$ cat config.mk
export PLATFORM = sky130hd
export DESIGN_NAME = acia_tx
export DESIGN_NICKNAME = d
export VERILOG_FILES = /design/src/rtl/acia_pkg.sv /design/src/rtl/acia_tx_tick.sv /design/src/rtl/acia_tx.sv
export SDC_FILE = /design/constraint.sdc
export NUM_CORES = 1
export LEC_CHECK = 0
export BUFFER_PORTS_ARGS = -buffer_cell sky130_fd_sc_hd__buf_4
export CAP_MARGIN = 20
export CORE_MARGIN = 2
export CORE_UTILIZATION = 30
export CTS_CLUSTER_DIAMETER = 200
export DETAILED_ROUTE_END_ITERATION = 7
export PLACE_DENSITY_LB_ADDON = 0.05
export SKIP_CTS_REPAIR_TIMING = 1
export SYNTH_ARGS = -nofsm -noshare
export SYNTH_HDL_FRONTEND = slang
export SYNTH_SLANG_ARGS = --single-unit
$ cat constraint.sdc
create_clock -name XTLI -period 2.4 [get_ports XTLI]
set_clock_uncertainty 0.2 [all_clocks]
set_input_delay 0.72 -clock XTLI [delete_from_list [all_inputs] [get_ports XTLI]]
set_output_delay 0.72 -clock XTLI [all_outputs]
set_load 0.01 [all_outputs]
$ cat src/rtl/acia_pkg.sv
// acia_pkg: shared FSM state type, format encodings and defaults for the ACIA transmitter
package acia_pkg;
  localparam int TICKS_PER_BIT_DEF = 16;
  typedef enum logic [2:0] {IDLE, START, DATA, PARITY, STOP} tx_state_e;
  typedef enum logic [1:0] {WL_8 = 2'b00, WL_7 = 2'b01, WL_6 = 2'b10, WL_5 = 2'b11} wl_e;
  typedef enum logic [1:0] {PMC_ODD = 2'b00, PMC_EVEN = 2'b01, PMC_MARK = 2'b10, PMC_SPACE = 2'b11} pmc_e;
  function automatic logic [2:0] last_idx(input logic [1:0] wl);
    return 3'd7 - {1'b0, wl};
  endfunction
  function automatic logic [7:0] data_mask(input logic [1:0] wl);
    return 8'hFF >> wl;
  endfunction
endpackage

$ cat src/rtl/acia_tx_tick.sv
// acia_tx_tick: oversample tick from BCLK rising edges; XTLI clock, RESET async, BCLK in, R_SBR select, tick_o pulse out
module acia_tx_tick (
  input  logic       XTLI,
  input  logic       RESET,
  input  logic       BCLK,
  input  logic [3:0] R_SBR,
  output logic       tick_o
);
  logic bclk_q;
  always_ff @(posedge XTLI or posedge RESET)
    if (RESET) bclk_q <= 1'b0;
    else bclk_q <= BCLK;
  always_comb tick_o = (R_SBR == 4'b0000) | (BCLK & ~bclk_q);
endmodule

$ cat src/rtl/acia_tx.sv
// acia_tx: ACIA serial transmitter; XTLI/RESET clock+async reset, BCLK/R_SBR tick source, R_* frame format, TDR_DATA/TDR_WR write port, CTSB flow control, TXD/TDRE/TX_BUSY status
module acia_tx
  import acia_pkg::*;
#(
  parameter int TICKS_PER_BIT = TICKS_PER_BIT_DEF
) (
  input  logic       XTLI,
  input  logic       RESET,
  input  logic       BCLK,
  input  logic [3:0] R_SBR,
  input  logic [1:0] R_WL,
  input  logic       R_SBN,
  input  logic       R_PME,
  input  logic [1:0] R_PMC,
  input  logic [7:0] TDR_DATA,
  input  logic       TDR_WR,
  input  logic       CTSB,
  output logic       TXD,
  output logic       TDRE,
  output logic       TX_BUSY
);
  localparam logic [3:0] LAST = 4'(TICKS_PER_BIT - 1);
  tx_state_e  state_q, state_d;
  logic [7:0] tdr_q, tdr_d, shr_q, shr_d;
  logic [3:0] cnt_q, cnt_d;
  logic [2:0] idx_q, idx_d;
  logic [1:0] wl_q, wl_d, pmc_q, pmc_d;
  logic       tdre_q, tdre_d, sbn_q, sbn_d, pme_q, pme_d, txd_q, txd_d;
  logic       tick, tick_end, stop_done, load, par;
  acia_tx_tick u_tick (
    .XTLI  (XTLI),
    .RESET (RESET),
    .BCLK  (BCLK),
    .R_SBR (R_SBR),
    .tick_o(tick)
  );
  always_ff @(posedge XTLI or posedge RESET)
    if (RESET) begin
      state_q <= IDLE;
      tdr_q   <= '0;
      tdre_q  <= 1'b1;
      shr_q   <= '0;
      cnt_q   <= '0;
      idx_q   <= '0;
      wl_q    <= '0;
      pmc_q   <= '0;
      sbn_q   <= 1'b0;
      pme_q   <= 1'b0;
      txd_q   <= 1'b1;
    end else begin
      state_q <= state_d;
      tdr_q   <= tdr_d;
      tdre_q  <= tdre_d;
      shr_q   <= shr_d;
      cnt_q   <= cnt_d;
      idx_q   <= idx_d;
      wl_q    <= wl_d;
      pmc_q   <= pmc_d;
      sbn_q   <= sbn_d;
      pme_q   <= pme_d;
      txd_q   <= txd_d;
    end
  always_comb begin
    tick_end  = tick & (cnt_q == LAST);
    // idx_q doubles as the stop-bit counter once DATA is done
    stop_done = (state_q == STOP) & tick_end & (~sbn_q | idx_q[0]);
    load      = tick & ~tdre_q & ~CTSB & ((state_q == IDLE) | stop_done);
    state_d   = state_q;
    cnt_d     = cnt_q;
    idx_d     = idx_q;
    shr_d     = shr_q;
    wl_d      = wl_q;
    pmc_d     = pmc_q;
    sbn_d     = sbn_q;
    pme_d     = pme_q;
    if (tick && state_q != IDLE) cnt_d = tick_end ? '0 : cnt_q + 4'd1;
    case (state_q)
      IDLE:    state_d = load ? START : IDLE;
      START:   if (tick_end) begin
        state_d = DATA;
        idx_d   = '0;
      end
      DATA:    if (tick_end) begin
        state_d = (idx_q == last_idx(wl_q)) ? (pme_q ? PARITY : STOP) : DATA;
        idx_d   = (idx_q == last_idx(wl_q)) ? 3'd0 : idx_q + 3'd1;
      end
      PARITY:  if (tick_end) state_d = STOP;
      STOP:    if (tick_end) begin
        state_d = stop_done ? (load ? START : IDLE) : STOP;
        idx_d   = stop_done ? 3'd0 : 3'd1;
      end
      default: state_d = IDLE;
    endcase
    // the shift register takes the old TDR even if a write lands on the load cycle
    if (load) begin
      shr_d = tdr_q;
      wl_d  = R_WL;
      pmc_d = R_PMC;
      sbn_d = R_SBN;
      pme_d = R_PME;
      idx_d = '0;
      cnt_d = '0;
    end
    tdr_d  = TDR_WR ? TDR_DATA : tdr_q;
    tdre_d = TDR_WR ? 1'b0 : (load ? 1'b1 : tdre_q);
    par    = (pmc_q == PMC_MARK) ? 1'b1 : (pmc_q == PMC_SPACE) ? 1'b0 :
             (^(shr_q & data_mask(wl_q))) ^ (pmc_q == PMC_ODD);
    txd_d  = (state_d == START) ? 1'b0 : (state_d == DATA) ? shr_d[idx_d] :
             (state_d == PARITY) ? par : 1'b1;
  end
  always_comb begin
    TXD     = txd_q;
    TDRE    = tdre_q;
    TX_BUSY = state_q != IDLE;
  end
endmodule
* Word level (Yosys, flattened, before mapping)
Cells that the tools add are included.
** Storage, ports and cells
- Register bits :: 35
- Bits of input ports :: 23
- Output and inout port bits :: 3
- Word-level logic and storage cells :: 81
** Cells by class
- Add/subtract/negate cells :: 3
- Magnitude comparators :: 1
- Eq/ne operators :: 11
- Shift operators :: 1
- Muxes and demuxes :: 29
- Bitwise logic cells :: 16
- Reductions and logical operators :: 8
** Operator list (number)
- 3-bit 2-to-1 mux :: 12
- 3-bit case mux with 5 select lines :: 1
- 3-bit by 2-bit equality test with 1-bit output (second input constant) :: 4
- 4-bit 2-to-1 mux :: 3
- 1-bit 2-to-1 mux :: 10
- 3-bit case mux with 3 select lines :: 1
- 8-bit bitwise AND :: 1
- 8-bit 2-to-1 mux :: 1
- 8-bit parity :: 1
- 8-bit by 2-bit >> shifter with 8-bit output (first input constant) :: 1
- 1-bit bitwise AND :: 7
- 3-bit by 1-bit equality test with 1-bit output (second input constant) :: 2
- 4-bit by 1-bit adder with 4-bit output (second input constant) :: 1
- 2-bit equality test (second input constant) :: 2
- 4-bit equality test (second input constant) :: 1
- 4-bit zero test :: 1
- 3-bit by 4-bit < comparator with 1-bit output (second input constant) :: 1
- 1-bit NOT :: 4
- 2-bit nonzero test :: 2
- 3-bit by 1-bit adder with 3-bit output (second input constant) :: 1
- 1-bit binary-select mux with 3-bit select :: 1
- 3-bit equality test :: 1
- 3-bit equality test (second input constant) :: 1
- 3-bit zero test :: 1
- other kinds (6) :: 8

* Depth between registers and ports, before layout
- Word-level depth :: 16
- Mapped depth :: 10
- Gate-level depth less buffers :: 9

* Modules after synthesis
From an unflattened synthesis, not the netlist that was laid out.
** Second synthesis, totals
- Cell total of the unflattened synthesis :: 181
- Area, all modules :: 1884.3 µm²
** Modules (own cells, without submodules)
- acia_tx :: times used 1, cells an instance 177, area each 1833.0 µm², seq. area each 853.3 µm²
- acia_tx_tick :: times used 1, cells an instance 4, area each 51.3 µm², seq. area each 25.0 µm²

* Worst setup path after synthesis
No wires, ideal clock.
- Path kind :: input port to flip-flop
- From :: input port R_SBR[3]
- To :: register txd_q, in the netlist TXD
- Library setup time :: 0.085 ns
- Data arrival time :: 2.653 ns
- Data required time :: 2.115 ns
- Setup slack :: -0.538 ns
- Stages on the path :: 7
- Path buffers :: 0
- Cells stage by stage :: nor4_4 o21ai_2 or4_4 a211o_1 mux2_1 a311oi_1 a21oi_1
** Between the ends
- Longest elaborated chain between the ends :: 15
- Elaborated cells between the ends (all ways) :: 31
- Classes of those cells :: eq/ne: 3; mux: 19; bitwise: 8; reduce/logical: 1
** Ends and longest elaborated chain
- from (decl) :: line acia_tx.sv:10 : input logic [3:0] R_SBR,
- 4-bit zero test (*) :: line acia_tx_tick.sv:13 : always_comb tick_o = (R_SBR == 4'b0000) | (BCLK & ~bclk_q);
- 1-bit OR (*) :: line acia_tx_tick.sv:13
- 1-bit bitwise AND :: line acia_tx.sv:64 : tick_end = tick & (cnt_q == LAST);
- 1-bit bitwise AND (2 in series) :: line acia_tx.sv:66 : stop_done = (state_q == STOP) & tick_end & (~sbn_q | idx_q[0]);
- 1-bit OR :: line acia_tx.sv:67 : load = tick & ~tdre_q & ~CTSB & ((state_q == IDLE) | stop_done);
- 1-bit bitwise AND :: line acia_tx.sv:67
- 1-bit 2-to-1 mux :: line acia_tx.sv:78, acia_tx.sv:89
- 3-bit 2-to-1 mux :: line acia_tx.sv:89 : state_d = stop_done ? (load ? START : IDLE) : STOP;
- 3-bit 2-to-1 mux :: line acia_tx.sv:88 : STOP: if (tick_end) begin
- 3-bit case mux with 5 select lines :: line acia_tx.sv:77 : case (state_q)
- 3-bit by 2-bit equality test with 1-bit output :: line acia_tx.sv:109 : (state_d == PARITY) ? par : 1'b1;
- 1-bit 2-to-1 mux :: line acia_tx.sv:109
- 1-bit 2-to-1 mux :: line acia_tx.sv:108 : txd_d = (state_d == START) ? 1'b0 : (state_d == DATA) ? shr_d[idx_d] :
- 1-bit 2-to-1 mux (*) :: line acia_tx.sv:108
- net txd_d :: line acia_tx.sv:28 : logic tdre_q, tdre_d, sbn_q, sbn_d, pme_q, pme_d, txd_q, txd_d;
- to (signal assigned) :: line acia_tx.sv:61 : txd_q <= txd_d;
- to (decl) :: line acia_tx.sv:28
The timed path passes the listed nets; every way through them passes the cells marked *. The select of a mux whose other input is x is not followed.
A chain may end at the register's enable or synchronous reset.

* Worst setup path after layout
Ends and elaborated chain as after synthesis.

==> summary.md <==
### Worst setup path
- **Critical Path RT** 2.41 ns
- **worst r2r dst** TXD
- **worst path buffer plus inverter count** 1
- **Worst Path Max Fanout** 5
- **worst reg-to-reg path cell count** 8
- **crit-path max cell delay** 0.44 ns
- **CP Capture Type** flip-flop
- **worst setup path class** input port to flip-flop
- **crit-path cells** buf_4 -> nor4_4 -> o21ai_2 -> or4_4 -> a211o_4 -> mux2_2 -> a311oi_2 -> a21oi_1
- **reg-to-reg setup timing slack** -0.18 ns
- **worst reg2reg startpoint** cnt_q[0]
- **data arrival time at the worst-slack endpoint** 2.68 ns
- **Top delay family on crit path** compound AO/OA/AOI/OAI gates
- **critical-path cell with the highest stage delay** or4_4
- **crit start category** input port

### Yosys
- **share of the synthesized area in the top cell type** 0.448
- **synth top area cells** dfrtp_1 (45%), mux2_2 (6.7%), nand2_1 (5.7%)
- **total standard cell area after synthesis** 1840 sq um
- **cell count after synthesis** 185
- **top_reg_cell synth** dfrtp_1
- **average size of a mapped cell** 9.96 sq um
- **Async S/R FF share, synth** 1.00
- **post-synthesis register bit count** 35
- **area leader, netlist** dfrtp_1
- **part of the Yosys area used for sequential elements** 0.477
- **synthesis warning total** 0
- **Post-synth EDFFs** 0
- **syn_nets** 210
- **Distinct cells, synth** 42

### Final layout
- **non-filler instance count after layout** 329
- **layout overhead on the synthesized area** 39.1%
- **net count of the finished layout** 278
- **fraction of final layout cells sized beyond drive strength 1** 0.402
- **number of filler cells placed in the layout** 607
- **antenna cell count** 0

### Worst hold path
- **start point of the worst hold path** tdr_q[3]
- **class of the worst hold path** flip-flop to flip-flop
- **endpoint of the worst hold-timing path** shr_q[3]
- **number of cells on the worst hold path** 2

### Timing
- **max_slew headroom** 0.697
- **count of final setup violators** 1
- **Slew @ Worst Pin** 0.455 ns
- **min Tclk post-route** 2.67 ns
- **number of pins exceeding their max-slew limit in the final report** 0
- **setup repair after global routing missed its margin** yes
- **worst-case hold slack** 0.279 ns
- **endpoints failing hold** 0
- **PnR worst setup slack** -0.272 ns
- **achievable frequency** 0.374 GHz
- **crit share post-route** 1.11

### Clocking
- **number of buffers added by the clock tree synthesis step** 5
- **cell at the root of the clock tree** clkbuf_8
- **clock input transition at the sequential cells of the worst setup and hold paths** 0.07 ns
- **maximum count of clock buffers along a single path** 2
- **CTS H-tree lvls** 2
- **Clock Sink Count** 35
- **clock latency on the worst-skew pair** 0.28 ns
- **CTS tree** built

### Drt
- **post-detailed-route DRC marker count** 0
- **remaining number of nets flagged by the antenna check after routing** 0
- **Via-to-Cell Ratio** 4.80
- **wire length reported by the detailed router** 4630 microns
- **number of search-and-repair iterations in the first detailed-routing pass** 4
- **total vias in the final route** 1579
- **number of DRC markers in iteration 0** 57
- **routed len/inst** 14.1 microns

### Placed design
- **final estimated routing congestion in global placement** 0.780
- **# placed instances** 319
- **number of input and output port buffers inserted** 25
- **dpl hpwl** 3540 microns

### Pwr
- **VDD IR-drop max** 0.269 mV
- **leakage power of the design** 1.27 nW
- **ratio of total power to cell area** 597 nW/um^2

### Floorplanning
- **Top-Level Pins** 26
- **effective utilization at floorplan** 0.311
- **Core Rows** 28
- **die height** 82.4 microns
- **Std-Cell Core Area** 5920 sq um
- **die area** 6780 sq um
- **DIE WIDTH** 82.4 microns

### Run status
- **outcome** complete, but fails checks
- **violated checks** negative setup slack

### Run
- **Max Cap Viol** 0

### Global routing
- **remaining global-route overflow** 0
- **initial antenna violation count** 0
- **GR Util All Layers** 0.150
- **pin count of the biggest net entering global routing** 36
- **via count of the first global-routing pass** 1599
- **first-pass GRT wire length** 7420 microns

-- per-stage QoR --
| stage | utilization | total power [W] | worst slack (ns) | area, sq um | TNS (ns) |
|---|---|---|---|---|---|
| floorplan | - | 0.000850 | -0.444 | 1840 | -0.444 |
| global placement | 0.406 | 0.00103 | -0.609 | 2400 | -1.35 |
| detailed placement | 0.406 | 0.00105 | -0.671 | 2400 | -1.53 |
| CTS | 0.424 | 0.00154 | -0.382 | 2510 | -0.542 |
| global route | 0.433 | 0.00163 | -0.361 | 2560 | -0.394 |
| finish | 0.433 | 0.00153 | -0.272 | 2560 | -0.272 |
-- kinds of logic after synthesis --
group                      count (synthesis)  synth area share
AOI/OAI and AO/OA                         34             0.135
xor gates and xnor gates                  12            0.0571
adders and majority gates                  2            0.0136
buffers and inverters                     19            0.0394
DFF                                       35             0.477
muxes                                     16            0.0951
and+or+nand+nor                           67             0.183
-- worst register-to-register path, delay by kind of cell, from the launching register on --
family                     cells  cell delay (ns)
adders and majority gates      1             0.21
DFF                            1             0.36
AOI/OAI and AO/OA              4             0.79
muxes                          1             0.29
and+or+nand+nor                2             0.67
-- placed cells by master, fill, tap and decap left out, types with 2 or more instances in the layout --
cell        n
dfstp_2     2
nor2_1     10
o211ai_1    2
a2111oi_0   2
nor2b_1     3
buf_4      65
o21a_1      2
clkbuf_8    7
a21oi_1     4
buf_6       3
nand2_1    28
nor3b_1     2
xor2_1      3
inv_1      12
mux2i_1     4
o311a_1     2
o21ai_1     2
o21ai_0     7
dfrtp_2     3
dfrtp_1    30
a2111o_1    2
xnor2_1     9
nor4_1      4
o21ai_2     2
mux2_2     12
nand3_1     5
ha_1        2
and3_1      5
nor3_1      4
-- power breakdown --
part / leakage, nW / total [W] / internal (W) / switching (W)
combinational: 0.780 / 0.000373 / 0.000220 / 0.000153
sequential: 0.439 / 0.000679 / 0.000645 / 0.0000340
clock: 0.0505 / 0.000478 / 0.000261 / 0.000216
total: 1.27 / 0.00153 / 0.00113 / 0.000403
-- cells in the mapped netlist (5+ instances only) --
| cell | number |
|---|---|
| xnor2_1 | 9 |
| dfrtp_1 | 33 |
| and3_1 | 5 |
| o21ai_0 | 10 |
| nor2_1 | 10 |
| nand2_1 | 28 |
| clkbuf_1 | 6 |
| inv_1 | 12 |
| nand3_1 | 5 |
| mux2_2 | 11 |
-- how the worst max path moves through the flow --
stage | depth (start not counted) | endpoint | startpoint
6_report | 8 | TXD | R_SBR[3]
5_1_grt | 8 | TXD | R_SBR[3]
4_1_cts | 8 | TXD | R_SBR[0]
3_5_place_dp | 8 | TXD | R_SBR[0]
3_3_place_gp | 8 | TXD | R_SBR[0]
2_1_floorplan | 7 | TXD | R_SBR[0]
-- sequential cells by signal, indices dropped and copies added, names as in the netlist --
signal         count
shr_q              8
tdr_q              8
cnt_q              4
idx_q              3
state_q            3
pmc_q              2
wl_q               2
TDRE               1
TXD                1
pme_q              1
sbn_q              1
u_tick.bclk_q      1
-- metal layers --
| layer | track usage | wire, microns | vias up |
|---|---|---|---|
| met4 | 0.0667 | 108 | 0 |
| met5 | 0 | 0 | - |
| met2 | 0.265 | 2390 | 24 |
| met3 | 0.0326 | 157 | 7 |
| li1 | - | - | 783 |
| met1 | 0.173 | 1980 | 765 |
-- layout make-up --
cell class / count / area, sq um / area share
Inverter: 12 / 45.0 / 0.0176
Clock inverter: 1 / 7.51 / 0.00293
Sequential cell: 35 / 882 / 0.344
Clock buffer: 7 / 96.3 / 0.0376
Tap cell: 75 / 93.8 / 0.0366
Multi-Input combinational cell: 131 / 915 / 0.357
Timing Repair Buffer: 68 / 522 / 0.204
(Power assumes the default switching activity.)
